File: config.mk
export PLATFORM = sky130hd
export DESIGN_NAME = rtc_update_mc_flat
export DESIGN_NICKNAME = d
export VERILOG_FILES = /design/src/rtl/rtc_update_mc_if.sv /design/src/rtl/rtc_update_mc.sv /design/src/flat_wrapper.sv
export SDC_FILE = /design/constraint.sdc
export NUM_CORES = 1
export LEC_CHECK = 0
export BUFFER_PORTS_ARGS = -buffer_cell sky130_fd_sc_hd__buf_2
export CORE_MARGIN = 5
export CORE_UTILIZATION = 55
export DETAILED_ROUTE_END_ITERATION = 12
export PLACE_DENSITY_LB_ADDON = 0.2
export SYNTH_ARGS = -nofsm -noshare
export SYNTH_HDL_FRONTEND = slang
export SYNTH_SLANG_ARGS = --single-unit
File: constraint.sdc
create_clock -name PCLK -period 11.7 [get_ports PCLK]
set_input_delay 0.585 -clock PCLK [delete_from_list [all_inputs] [get_ports PCLK]]
set_output_delay 0.585 -clock PCLK [all_outputs]
set_load 0.02 [all_outputs]
File: src/rtl/rtc_update_mc_if.sv
// Bus bundle for rtc_update_mc: load/match/count requests in, RTC results out.
// RTC_UPDATE_TESTOFFSET_EN adds the TESTOFFSET/RTCTOFFSET test-override pair.
interface rtc_update_mc_if #(
  parameter int unsigned CW        = 32,
  parameter int unsigned NUM_MATCH = 4
);
  logic [CW-1:0]           CountSync;
  logic [CW-1:0]           RTCLR;
  logic [NUM_MATCH*CW-1:0] RTCMR;
  logic                    RTCEn;
  logic                    WrenRTCLR;
  logic [NUM_MATCH-1:0]    WrenRTCMR;
  logic                    CountEdge;
  logic [CW-1:0]           RtcValue;
  logic [CW-1:0]           Offset;
  logic [NUM_MATCH*CW-1:0] MatchData;
  logic [NUM_MATCH-1:0]    MatchHit;
  logic                    Busy;
`ifdef RTC_UPDATE_TESTOFFSET_EN
  logic                    TESTOFFSET;
  logic [CW-1:0]           RTCTOFFSET;

  modport slave (
    input  CountSync, RTCLR, RTCMR, RTCEn, WrenRTCLR, WrenRTCMR, CountEdge, TESTOFFSET, RTCTOFFSET,
    output RtcValue, Offset, MatchData, MatchHit, Busy
  );
  modport master (
    output CountSync, RTCLR, RTCMR, RTCEn, WrenRTCLR, WrenRTCMR, CountEdge, TESTOFFSET, RTCTOFFSET,
    input  RtcValue, Offset, MatchData, MatchHit, Busy
  );
`else
  modport slave (
    input  CountSync, RTCLR, RTCMR, RTCEn, WrenRTCLR, WrenRTCMR, CountEdge,
    output RtcValue, Offset, MatchData, MatchHit, Busy
  );
  modport master (
    output CountSync, RTCLR, RTCMR, RTCEn, WrenRTCLR, WrenRTCMR, CountEdge,
    input  RtcValue, Offset, MatchData, MatchHit, Busy
  );
`endif
endinterface

File: src/rtl/rtc_update_mc.sv
// Multi-cycle RTC update engine: one shared adder computes offset, RTC value and match values.
// Optional test-offset override enabled by defining RTC_UPDATE_TESTOFFSET_EN.
module rtc_update_mc #(
  parameter int unsigned CW        = 32,
  parameter int unsigned NUM_MATCH = 4
) (
  input logic            PCLK,
  input logic            POR,
  rtc_update_mc_if.slave rtc_io
);

  typedef enum logic [1:0] {StIdle, StOffset, StRtcValue, StMatch} state_e;

  state_e                  state_q, state_d;
  logic                    load_pend_q, load_pend_d;
  logic                    count_pend_q, count_pend_d;
  logic [NUM_MATCH-1:0]    match_pend_q, match_pend_d;
  logic [NUM_MATCH-1:0]    match_hit_q, match_hit_d;
  logic [NUM_MATCH-1:0]    match_sel;
  logic [CW-1:0]           offset_q, offset_d;
  logic [CW-1:0]           rtc_value_q, rtc_value_d;
  logic [NUM_MATCH*CW-1:0] match_data_q, match_data_d;
  logic                    busy_q, busy_d;
  logic [CW-1:0]           add_a, add_b, add_sum, sel_mr;
  logic                    add_cin;
  logic                    test_en;
  logic [CW-1:0]           test_val;

`ifdef RTC_UPDATE_TESTOFFSET_EN
  assign test_en  = rtc_io.TESTOFFSET;
  assign test_val = rtc_io.RTCTOFFSET;
`else
  assign test_en  = 1'b0;
  assign test_val = '0;
`endif

  // Lowest pending channel is serviced first.
  assign match_sel = match_pend_q & (-match_pend_q);

  always_comb begin
    sel_mr = '0;
    for (int i = 0; i < int'(NUM_MATCH); i++) begin
      if (match_sel[i]) sel_mr = sel_mr | rtc_io.RTCMR[i*CW +: CW];
    end
  end

  // Shared adder; subtraction is a + ~b + 1.
  always_comb begin
    add_a   = rtc_io.CountSync;
    add_b   = ~rtc_io.RTCLR;
    add_cin = 1'b1;
    case (state_q)
      StRtcValue: add_b = ~offset_q;
      StMatch: begin
        add_a   = sel_mr;
        add_b   = offset_q;
        add_cin = 1'b0;
      end
      default: ;
    endcase
  end

  assign add_sum = add_a + add_b + CW'(add_cin);

  always_comb begin
    load_pend_d  = load_pend_q | rtc_io.WrenRTCLR;
    count_pend_d = count_pend_q | rtc_io.CountEdge;
    match_pend_d = match_pend_q | rtc_io.WrenRTCMR;
    offset_d     = offset_q;
    rtc_value_d  = rtc_value_q;
    match_data_d = match_data_q;
    match_hit_d  = '0;
    case (state_q)
      StOffset: begin
        offset_d     = add_sum;
        match_pend_d = '1;
        load_pend_d  = rtc_io.WrenRTCLR;
      end
      StRtcValue: begin
        rtc_value_d  = rtc_io.RTCEn ? add_sum : '0;
        count_pend_d = rtc_io.CountEdge;
        for (int i = 0; i < int'(NUM_MATCH); i++) begin
          match_hit_d[i] = rtc_io.RTCEn && (rtc_io.CountSync == match_data_q[i*CW +: CW]);
        end
      end
      StMatch: begin
        match_pend_d = (match_pend_q & ~match_sel) | rtc_io.WrenRTCMR;
        for (int i = 0; i < int'(NUM_MATCH); i++) begin
          if (match_sel[i]) match_data_d[i*CW +: CW] = add_sum;
        end
      end
      default: ;
    endcase
    if (test_en) offset_d = test_val;

    // Pending values already fold in live strobes and exclude the request just serviced.
    if (state_q == StOffset)  state_d = StRtcValue;
    else if (load_pend_d)     state_d = StOffset;
    else if (count_pend_d)    state_d = StRtcValue;
    else if (|match_pend_d)   state_d = StMatch;
    else                      state_d = StIdle;

    busy_d = (state_d != StIdle) || load_pend_d || count_pend_d || (|match_pend_d);
  end

  always_ff @(posedge PCLK or posedge POR) begin
    if (POR) begin
      state_q      <= StIdle;
      load_pend_q  <= 1'b0;
      count_pend_q <= 1'b0;
      match_pend_q <= '0;
      offset_q     <= '0;
      rtc_value_q  <= '0;
      match_data_q <= '0;
      match_hit_q  <= '0;
      busy_q       <= 1'b0;
    end else begin
      state_q      <= state_d;
      load_pend_q  <= load_pend_d;
      count_pend_q <= count_pend_d;
      match_pend_q <= match_pend_d;
      offset_q     <= offset_d;
      rtc_value_q  <= rtc_value_d;
      match_data_q <= match_data_d;
      match_hit_q  <= match_hit_d;
      busy_q       <= busy_d;
    end
  end

  assign rtc_io.RtcValue  = rtc_value_q;
  assign rtc_io.Offset    = offset_q;
  assign rtc_io.MatchData = match_data_q;
  assign rtc_io.MatchHit  = match_hit_q;
  assign rtc_io.Busy      = busy_q;

endmodule

File: src/flat_wrapper.sv
// flat-port wrapper written by rule: the top's interface ports become plain ports
module rtc_update_mc_flat 
#(
  parameter int unsigned CW        = 32,
  parameter int unsigned NUM_MATCH = 4
)
  (PCLK, POR, rtc_io_CountSync, rtc_io_RTCLR, rtc_io_RTCMR, rtc_io_RTCEn, rtc_io_WrenRTCLR, rtc_io_WrenRTCMR, rtc_io_CountEdge, rtc_io_RtcValue, rtc_io_Offset, rtc_io_MatchData, rtc_io_MatchHit, rtc_io_Busy);
  rtc_update_mc_if #(.CW(CW), .NUM_MATCH(NUM_MATCH)) rtc_io_i ();
  input logic PCLK;
  input logic POR;
  input wire logic [$bits(rtc_io_i.CountSync)-1:0] rtc_io_CountSync;
  input wire logic [$bits(rtc_io_i.RTCLR)-1:0] rtc_io_RTCLR;
  input wire logic [$bits(rtc_io_i.RTCMR)-1:0] rtc_io_RTCMR;
  input wire logic [$bits(rtc_io_i.RTCEn)-1:0] rtc_io_RTCEn;
  input wire logic [$bits(rtc_io_i.WrenRTCLR)-1:0] rtc_io_WrenRTCLR;
  input wire logic [$bits(rtc_io_i.WrenRTCMR)-1:0] rtc_io_WrenRTCMR;
  input wire logic [$bits(rtc_io_i.CountEdge)-1:0] rtc_io_CountEdge;
  output wire logic [$bits(rtc_io_i.RtcValue)-1:0] rtc_io_RtcValue;
  output wire logic [$bits(rtc_io_i.Offset)-1:0] rtc_io_Offset;
  output wire logic [$bits(rtc_io_i.MatchData)-1:0] rtc_io_MatchData;
  output wire logic [$bits(rtc_io_i.MatchHit)-1:0] rtc_io_MatchHit;
  output wire logic [$bits(rtc_io_i.Busy)-1:0] rtc_io_Busy;
  assign rtc_io_i.CountSync = rtc_io_CountSync;
  assign rtc_io_i.RTCLR = rtc_io_RTCLR;
  assign rtc_io_i.RTCMR = rtc_io_RTCMR;
  assign rtc_io_i.RTCEn = rtc_io_RTCEn;
  assign rtc_io_i.WrenRTCLR = rtc_io_WrenRTCLR;
  assign rtc_io_i.WrenRTCMR = rtc_io_WrenRTCMR;
  assign rtc_io_i.CountEdge = rtc_io_CountEdge;
  assign rtc_io_RtcValue = rtc_io_i.RtcValue;
  assign rtc_io_Offset = rtc_io_i.Offset;
  assign rtc_io_MatchData = rtc_io_i.MatchData;
  assign rtc_io_MatchHit = rtc_io_i.MatchHit;
  assign rtc_io_Busy = rtc_io_i.Busy;
  rtc_update_mc #(.CW(CW), .NUM_MATCH(NUM_MATCH)) u_core (.PCLK(PCLK), .POR(POR), .rtc_io(rtc_io_i));
endmodule
**Word-level counts from Yosys, hierarchy flattened**

Cells that the tools add are included.

- Register bits after elaboration: 205
- Word-level logic and storage cells: 63

- $add $sub $neg: 3
- Eq/ne operators: 7
- Multiplexer cells: 16
- Bitwise operators: 12
- Reductions and logical operators: 13

Operators with widths:

| kind | number |
|---|---|
| $mux 32 | 6 |
| $eq 32x32->1 | 4 |
| $or 32x32->32 | 3 |
| $not 32->32 | 2 |
| $pmux 32 s2 | 1 |
| $add 32x1->32 | 1 |
| $add 32x32->32 | 1 |
| $and 4x4->4 | 2 |
| $mux 2 | 4 |
| $or 4x4->4 | 2 |
| $pmux 4 s2 | 1 |
| $reduce_and 2->1 | 4 |
| $eq 2x2->1 const B | 2 |
| $logic_and 1x1->1 | 4 |
| $mux 4 | 1 |
| $neg 4->4 | 1 |
| $not 4->4 | 1 |
| $reduce_or 4->1 | 1 |
| $logic_or 1x1->1 | 3 |
| $mux 1 | 3 |
| $eq 2x1->1 const B | 1 |
| $or 1x1->1 | 2 |
| $reduce_bool 2->1 | 1 |

**Depth between registers and ports, before layout**

Gate-level depths: netlist (run 1).

- Word-level depth: 15
- Gate-level depth with buffers: 18
- Gate-level depth less buffers: 15

**Worst setup path before layout (run 1)**

No wires, ideal clock.

- Path type: flip-flop to flip-flop
- From: register u_core.match_pend_q[1]
- To: register u_core.match_data_q[26] (netlist: u_core.rtc_io.MatchData[26])
- Arrival: 3.739 ns
- Setup slack: 7.830 ns
- Cell stages (with the launch flop): 18
- Path buffers: 3
- Clock period less this slack: 3.870 ns
- Path through: dfrtp_1 -> clkbuf_1 -> nor2b_1 -> clkbuf_1 -> clkbuf_1 -> a222oi_1 -> a21oi_1 -> a21oi_1 -> fa_1 -> fa_1 -> nor2b_1 -> o31a_1 -> o21bai_1 -> a21o_1 -> a31oi_2 -> nor2_2 -> and3_1 -> or3_1

- Cells in the longest elaborated chain, start to end: 10

RTL lines:

| element | line | source |
|---|---|---|
| start: declaration | rtc_update_mc.sv:17 | `logic [NUM_MATCH-1:0] match_pend_q, match_pend_d;` |
| start signal: assignment | rtc_update_mc.sv:121 | `match_pend_q <= match_pend_d;` |
| $neg 4->4 | rtc_update_mc.sv:38 | `assign match_sel = match_pend_q & (-match_pend_q);` |
| $and 4x4->4 * | rtc_update_mc.sv:38 |  |
| $mux 32 | rtc_update_mc.sv:43 | `if (match_sel[i]) sel_mr = sel_mr \| rtc_io.RTCMR[i*CW +: CW];` |
| $or 32x32->32 | rtc_update_mc.sv:43 |  |
| $mux 32 | rtc_update_mc.sv:43 |  |
| $or 32x32->32 | rtc_update_mc.sv:43 |  |
| $mux 32 * | rtc_update_mc.sv:43 |  |
| $mux 32 * | rtc_update_mc.sv:52 | `case (state_q)` |
| $add 32x32->32 * | rtc_update_mc.sv:63 | `assign add_sum = add_a + add_b + CW'(add_cin);` |
| $add 32x1->32 * | rtc_update_mc.sv:63 |  |
| end signal: assignment | rtc_update_mc.sv:124 | `match_data_q <= match_data_d;` |
| end: declaration | rtc_update_mc.sv:22 | `logic [NUM_MATCH*CW-1:0] match_data_q, match_data_d;` |

Mark *: on every way between the ends. The rest lies on a longest branch, timed or not.
A chain may end at the register's enable or synchronous reset.

**Worst setup path in the final report (run 1)**

- From: register u_core.match_pend_q[0]
- To: register u_core.match_data_q[92] (netlist: u_core.rtc_io.MatchData[92])

- Cells in the longest elaborated chain, start to end: 12
- Elaborated cells between the ends (all ways): 13
- Classes of those cells: add/sub (3); mux (5); bitwise (4); reduce/logical (1)

RTL lines:

| element | line |
|---|---|
| $neg 4->4 | rtc_update_mc.sv:38 |
| $and 4x4->4 * | rtc_update_mc.sv:38 |
| $mux 32 | rtc_update_mc.sv:43 |
| $or 32x32->32 | rtc_update_mc.sv:43 |
| $mux 32 | rtc_update_mc.sv:43 |
| $or 32x32->32 | rtc_update_mc.sv:43 |
| $mux 32 | rtc_update_mc.sv:43 |
| $or 32x32->32 | rtc_update_mc.sv:43 |
| $mux 32 | rtc_update_mc.sv:43 |
| $mux 32 | rtc_update_mc.sv:52 |
| $add 32x32->32 | rtc_update_mc.sv:63 |
| $add 32x1->32 | rtc_update_mc.sv:63 |

Marked as above.

==> flow_summary.json, run 1 <==
{
  "status": "finished, final reports clean",
  "io_pins": 398,
  "synthFlopType": "dfrtp_1",
  "place_area_sq_um": 14080,
  "max_cap_violations": 0,
  "area_growth_pct": 23.02,
  "slowest_stage": "nor2b_2",
  "grt_start_max_net_pins": 126,
  "post-route-drc-count": 0,
  "fin_ws_ns": 6.612,
  "path_buf_inv": 1,
  "endpoint_kind": "register",
  "arrival_ns": 5.45,
  "cts-buffers-inserted": 24,
  "synth-seq-cells": 205,
  "cp.required_ns": 12.06,
  "port_buffers": 397,
  "row_count": 54,
  "hold_buffers": 0,
  "slew_headroom_pct": 19.86,
  "synth.area.top_cells": "dfrtp_1 (42%), xnor2_1 (9.9%), nand2_1 (9.0%)",
  "cts.sinks": 205,
  "wl_per_cell_um": 24.30,
  "final_cell_mix": "buf_2 (397), nand2_1 (285), dfrtp_1 (203)",
  "dr.pass1.iters": 9,
  "whs_ns": 0.2384,
  "wl_met3_um": 5494,
  "wl_met1_um": 18850,
  "cp_top_family": "compound AO/OA/AOI/OAI gates",
  "cts_root_buf": "clkbuf_16",
  "yosysTopAreaCell": "dfrtp_1",
  "ant_nets": 0,
  "drive_above_1_share_pct": 27.41,
  "clk_pin_slew_ns": 0.06,
  "nets": 1950,
  "layout_min_cycle_time_ns": 5.088,
  "finalPower_mw": 5.213,
  "via_per_inst": 6.101,
  "synth_top_area_share_pct": 42.43,
  "rrSetupSlack_ns": 6.61,
  "synth_warnings": 0,
  "drv_slew": 0,
  "worst_pin_slew_ns": 1.199,
  "wl_met2_um": 22500,
  "hp-class": "in2async",
  "powerDensity_nw_per_um2": 350.5,
  "clock_path_buffers": 3,
  "rr_endpoint": "u_core.rtc_io.MatchData[92]",
  "crit_cells": 15,
  "gr-total-overflow": 0,
  "top_layer_used": "met4",
  "design.core.area_sq_um": 21760,
  "ys_seq_area_share_pct": 42.43,
  "crit_chain": "nor2b_2, buf_4, a222oi_1, a21oi_1, a21oi_1, fa_1, fa_1, nor2b_1, o31a_1, o21bai_1, a21o_1, a31oi_1, o22ai_2, xor2_2, o21ai_1",
  "syn_area_per_cell_sq_um": 8.630,
  "die_y_um": 158.3,
  "vias": 12290,
  "rr_startpoint": "u_core.match_pend_q[0]",
  "worstSetupPathType": "reg2reg",
  "syn_area_sq_um": 12090,
  "max_stage_delay_ns": 0.72,
  "async_flop_share_pct": 100.0,
  "dp_slack_ns": 6.735,
  "grt_pass1_vias": 11720,
  "finalSetupViolCount": 0,
  "hold_viol": 0,
  "design_area_sq_um": 14870,
  "syn_inst": 1401,
  "htreeDepth": 1,
  "cts_resized": 0,
  "reg2reg_depth": 15,
  "synth_edf_count": 0,
  "grt_pass1_wl_um": 71100,
  "finalNonFillerCells": 2014,
  "place_inst": 1971,
  "finalClockSkew_ns": 0.01010,
  "peakVddDrop_uv": 189.5,
  "tns_ns": 0,
  "drtIter0Drc": 1624,
  "final_common_cell": "buf_2",
  "synth_fp_nets": 1634,
  "post-route-period-util_pct": 43.48,
  "die-area_sq_um": 25050,
  "cts_setup_buffers": 0,
  "fin_util_pct": 68.36,
  "clk_latency_ns": 0.53,
  "grt_usage_pct": 37.83,
  "antenna_found_initial": 1,
  "die_w_um": 158.3,
  "gp_congestion": 0.9783,
  "max_freq_ghz": 0.1966,
  "start_kind": "register",
  "dp_hpwl_um": 38030,
  "rsz0062_at_grt": "no",
  "start_util_pct": 55.57,
  "wl_um": 48940,
  "cp_max_fo": 17,
  "yosysUniqueCellTypes": 68,
  "p_leak_nw": 6.913,
  "cts_tree": "built"
}
## cells in the mapped netlist, types with 3 or more instances
| library cell | number |
|---|---|
| a211o_1 | 3 |
| a21o_1 | 12 |
| a21oi_1 | 34 |
| a221oi_1 | 3 |
| a222oi_1 | 30 |
| a31oi_1 | 34 |
| and2_1 | 5 |
| and3_1 | 3 |
| buf_1 | 5 |
| buf_2 | 4 |
| clkbuf_1 | 108 |
| dfrtp_1 | 205 |
| ha_1 | 30 |
| inv_1 | 13 |
| nand2_1 | 289 |
| nand2b_1 | 8 |
| nand3_1 | 19 |
| nand4_1 | 28 |
| nor2_1 | 58 |
| nor2b_1 | 4 |
| nor3_1 | 5 |
| nor4_1 | 19 |
| o21a_1 | 5 |
| o21ai_0 | 159 |
| o21ai_1 | 66 |
| o21bai_1 | 6 |
| o22ai_1 | 3 |
| o31a_1 | 3 |
| o31ai_1 | 13 |
| or3_1 | 4 |
| xnor2_1 | 136 |
| xor2_1 | 46 |
## where the power goes
group / internal, mW / switching, mW
Sequential: 0.973 / 0.299
Combinational: 0.991 / 2.19
Clock: 0.444 / 0.314
## cell type report
cell class	count	area [sq um]
Antenna cell	1	2.502
Tap cell	280	350.3
Clock buffer	32	660.6
Timing Repair Buffer	408	2069
Clock inverter	10	126.4
Sequential cell	205	5132
Fill cell	1809	6883
Inverter	13	56.30
Multi-Input combinational cell	1065	6475
## kinds of logic after synthesis
family / count (synthesis) / share of synthesized area [%]
flops: 205 / 42.43
xor+xnor: 184 / 13.55
buf+inv: 131 / 4.140
fa+ha+maj: 33 / 3.519
compound gates: 392 / 19.68
simple gates: 454 / 16.46
mux: 2 / 0.2173
## layer usage
layer	vias up	global-route usage, %
met1	5853	51.70
met5	-	0
li1	5520	-
met3	113	6.986
met4	0	14.01
met2	802	60.54
## registers in the layout, summed over array words and instances, names as in the netlist
| name | flops |
|---|---|
| u_core.count_pend_q | 1 |
| u_core.rtc_io.MatchHit | 4 |
| u_core.rtc_io.Offset | 32 |
| u_core.rtc_io.MatchData | 128 |
| u_core.rtc_io.Busy | 1 |
| u_core.state_q | 2 |
| u_core.match_pend_q | 4 |
| u_core.load_pend_q | 1 |
| u_core.rtc_io.RtcValue | 32 |
## worst max path at each step
stage,from,end
2_1_floorplan,POR,u_core.count_pend_q
3_3_place_gp,u_core.match_pend_q[1],u_core.rtc_io.RtcValue[28]
3_5_place_dp,u_core.match_pend_q[1],u_core.rtc_io.MatchData[92]
4_1_cts,u_core.match_pend_q[0],u_core.rtc_io.MatchData[92]
5_1_grt,u_core.state_q[1],u_core.rtc_io.MatchData[13]
6_report,u_core.match_pend_q[0],u_core.rtc_io.MatchData[92]
## worst reg2reg max path, stage by stage, from the launching register on
cell      delay (ns)
dfrtp_1         0.56
nor2b_2         0.72
buf_4           0.38
a222oi_1        0.15
a21oi_1         0.19
a21oi_1         0.08
fa_1            0.51
fa_1            0.48
nor2b_1         0.16
o31a_1          0.18
o21bai_1        0.14
a21o_1          0.25
a31oi_1         0.34
o22ai_2         0.13
xor2_2          0.48
o21ai_1         0.16
Power figures use the tool's default switching activity.
==> run 2, diff against run 1 <==
--- a/config.mk
+++ b/config.mk
@@ -7,7 +7,7 @@
 export LEC_CHECK = 0
 export BUFFER_PORTS_ARGS = -buffer_cell sky130_fd_sc_hd__buf_2
 export CORE_MARGIN = 5
-export CORE_UTILIZATION = 55
+export CORE_UTILIZATION = 52
 export DETAILED_ROUTE_END_ITERATION = 12
 export PLACE_DENSITY_LB_ADDON = 0.2
 export SYNTH_ARGS = -nofsm -noshare
==> constraint.sdc (replaced) <==
create_clock -name PCLK -period 5.25 [get_ports PCLK]
set_input_delay 0.2625 -clock PCLK [delete_from_list [all_inputs] [get_ports PCLK]]
set_output_delay 0.2625 -clock PCLK [all_outputs]
set_load 0.02 [all_outputs]
==> run 2 against run 1 <==
Count of clock-buffer cells in the layout decreased by 3. Highest routed layer unchanged. Sequential share of layout area shrank 0.42 points. Critical path type unchanged. Largest power group unchanged. Clock skew grew 0.0028 ns. Final area is 1.2% higher. Worst setup slack got worse by 6.0 ns. First-iteration DRC count up 5.2%. Flip-flop and latch count is the same. Via count rose by 0.99%.
==> flow_summary.json, run 2 (same netlist as run 1, synthesis figures left out) <==
{
  "die_y_um": 162.5,
  "cts_tree": "built",
  "design_area_sq_um": 15060,
  "peakVddDrop_uv": 403.4,
  "ant_nets": 0,
  "clk_pin_slew_ns": 0.06,
  "layout_min_cycle_time_ns": 4.593,
  "p_leak_nw": 6.974,
  "cp_max_fo": 21,
  "finalNonFillerCells": 2061,
  "gr-total-overflow": 0,
  "area_growth_pct": 24.55,
  "antenna_found_initial": 1,
  "endpoint_kind": "register",
  "final_cell_mix": "buf_2 (397), nand2_1 (285), dfrtp_1 (203)",
  "dr.pass1.iters": 9,
  "grt_pass1_vias": 11760,
  "arrival_ns": 4.95,
  "post-route-period-util_pct": 87.48,
  "post-route-drc-count": 0,
  "max_cap_violations": 0,
  "place_inst": 2011,
  "start_kind": "register",
  "drive_above_1_share_pct": 27.86,
  "cts_root_buf": "clkbuf_16",
  "drv_slew": 0,
  "rrSetupSlack_ns": 0.66,
  "gp_congestion": 0.9916,
  "dp_slack_ns": 0.8003,
  "cts_resized": 0,
  "start_util_pct": 53.08,
  "dp_hpwl_um": 38240,
  "powerDensity_nw_per_um2": 780.3,
  "diodes": 0,
  "cts.sinks": 205,
  "via_per_inst": 6.021,
  "rsz0062_at_grt": "no",
  "fin_ws_ns": 0.6572,
  "nets": 1963,
  "hp-class": "in2reg",
  "drtIter0Drc": 1708,
  "largest_reg_flops": 128,
  "cp.required_ns": 5.61,
  "hold_viol": 0,
  "wl_um": 49330,
  "io_pins": 398,
  "finalPower_mw": 11.75,
  "htreeDepth": 1,
  "final_common_cell": "buf_2",
  "die-area_sq_um": 26400,
  "tns_ns": 0,
  "vias": 12410,
  "slew_headroom_pct": 14.81,
  "row_count": 55,
  "clock_path_buffers": 3,
  "grt_start_max_net_pins": 193,
  "worst_pin_slew_ns": 1.269,
  "num-fill-cells": 1946,
  "die_w_um": 162.5,
  "place_area_sq_um": 14190,
  "cts-buffers-inserted": 24,
  "port_buffers": 397,
  "whs_ns": 0.04659,
  "fin_util_pct": 66.11,
  "design.core.area_sq_um": 22780,
  "grt_usage_pct": 36.13,
  "status": "finished, final reports clean",
  "clk_latency_ns": 0.52,
  "finalSetupViolCount": 0,
  "grt_pass1_wl_um": 72580,
  "finalClockSkew_ns": 0.01293,
  "wl_per_cell_um": 23.94,
  "worstSetupPathType": "reg2reg",
  "max_freq_ghz": 0.2177
}
## run 2: changes by cell type in the layout (fill, tap and decap cells not counted), sizes merged, moves of 2 or more
cell         delta
buf             +7
inv             -2
dlygate4sd3     +6
clkbuf          -3
clkinvlp        +6
## run 2: final cells by class
| class | count | area [sq um] | share of cell area [%] |
|---|---|---|---|
| Clock inverter | 15 | 151.4 | 1.005 |
| Multi-Input combinational cell | 1065 | 6475 | 43.00 |
| Inverter | 13 | 52.55 | 0.3490 |
| Tap cell | 313 | 391.6 | 2.601 |
| Timing Repair Buffer | 421 | 2195 | 14.57 |
| Clock buffer | 29 | 660.6 | 4.387 |
| Sequential cell | 205 | 5132 | 34.08 |
## run 2: report_power, final
group	internal (mW)	switching (mW)	total, mW	leakage, nW
logic	2.26	5.01	7.27	4.30
clock network	1.00	0.711	1.72	0.388
registers	2.17	0.591	2.76	2.29
total	5.44	6.31	11.7	6.97
## run 2: layer usage
layer / track usage, % / wire, um / part of all wire (%) / up-vias
met3: 5.796 / 5135 / 10 / 121
li1: - / - / - / 5536
met4: 13.30 / 2149 / 4.4 / 0
met5: 0 / 0 / 0 / -
met1: 49.83 / 19300 / 39 / 5937
met2: 57.90 / 22750 / 46 / 816
## run 2: path summary, 6_finish.rpt
check,startpoint,cells past startpoint,end
setup / recovery,u_core.match_pend_q[0],16,u_core.rtc_io.RtcValue[22]
hold / removal,rtc_io_CountEdge,3,u_core.count_pend_q
setup reg to reg,u_core.match_pend_q[0],16,u_core.rtc_io.RtcValue[22]
hold reg to reg,u_core.rtc_io.RtcValue[7],2,u_core.rtc_io.RtcValue[7]
max in group asynchronous,POR,4,u_core.state_q[0]
min in group asynchronous,POR,3,u_core.rtc_io.MatchData[75]
## run 2: worst max-delay path, stage by stage (launching register included)
cell	delay [ns]
dfrtp_1	0.37
buf_4	0.22
nor2_1	0.19
and2_1	0.39
a222oi_1	0.16
a21oi_1	0.15
a21oi_1	0.08
fa_1	0.52
fa_1	0.48
nor2b_1	0.17
o31a_1	0.20
o21bai_1	0.12
a21o_1	0.25
a31oi_2	0.28
nor2_2	0.10
xor2_1	0.58
o21ai_1	0.16
## run 2: timing repair
item | 4_1_cts | 5_1_grt
hold buffers | 6 | 0
hold endpoints to repair | 18 | 0
setup buffers | 0 | 0
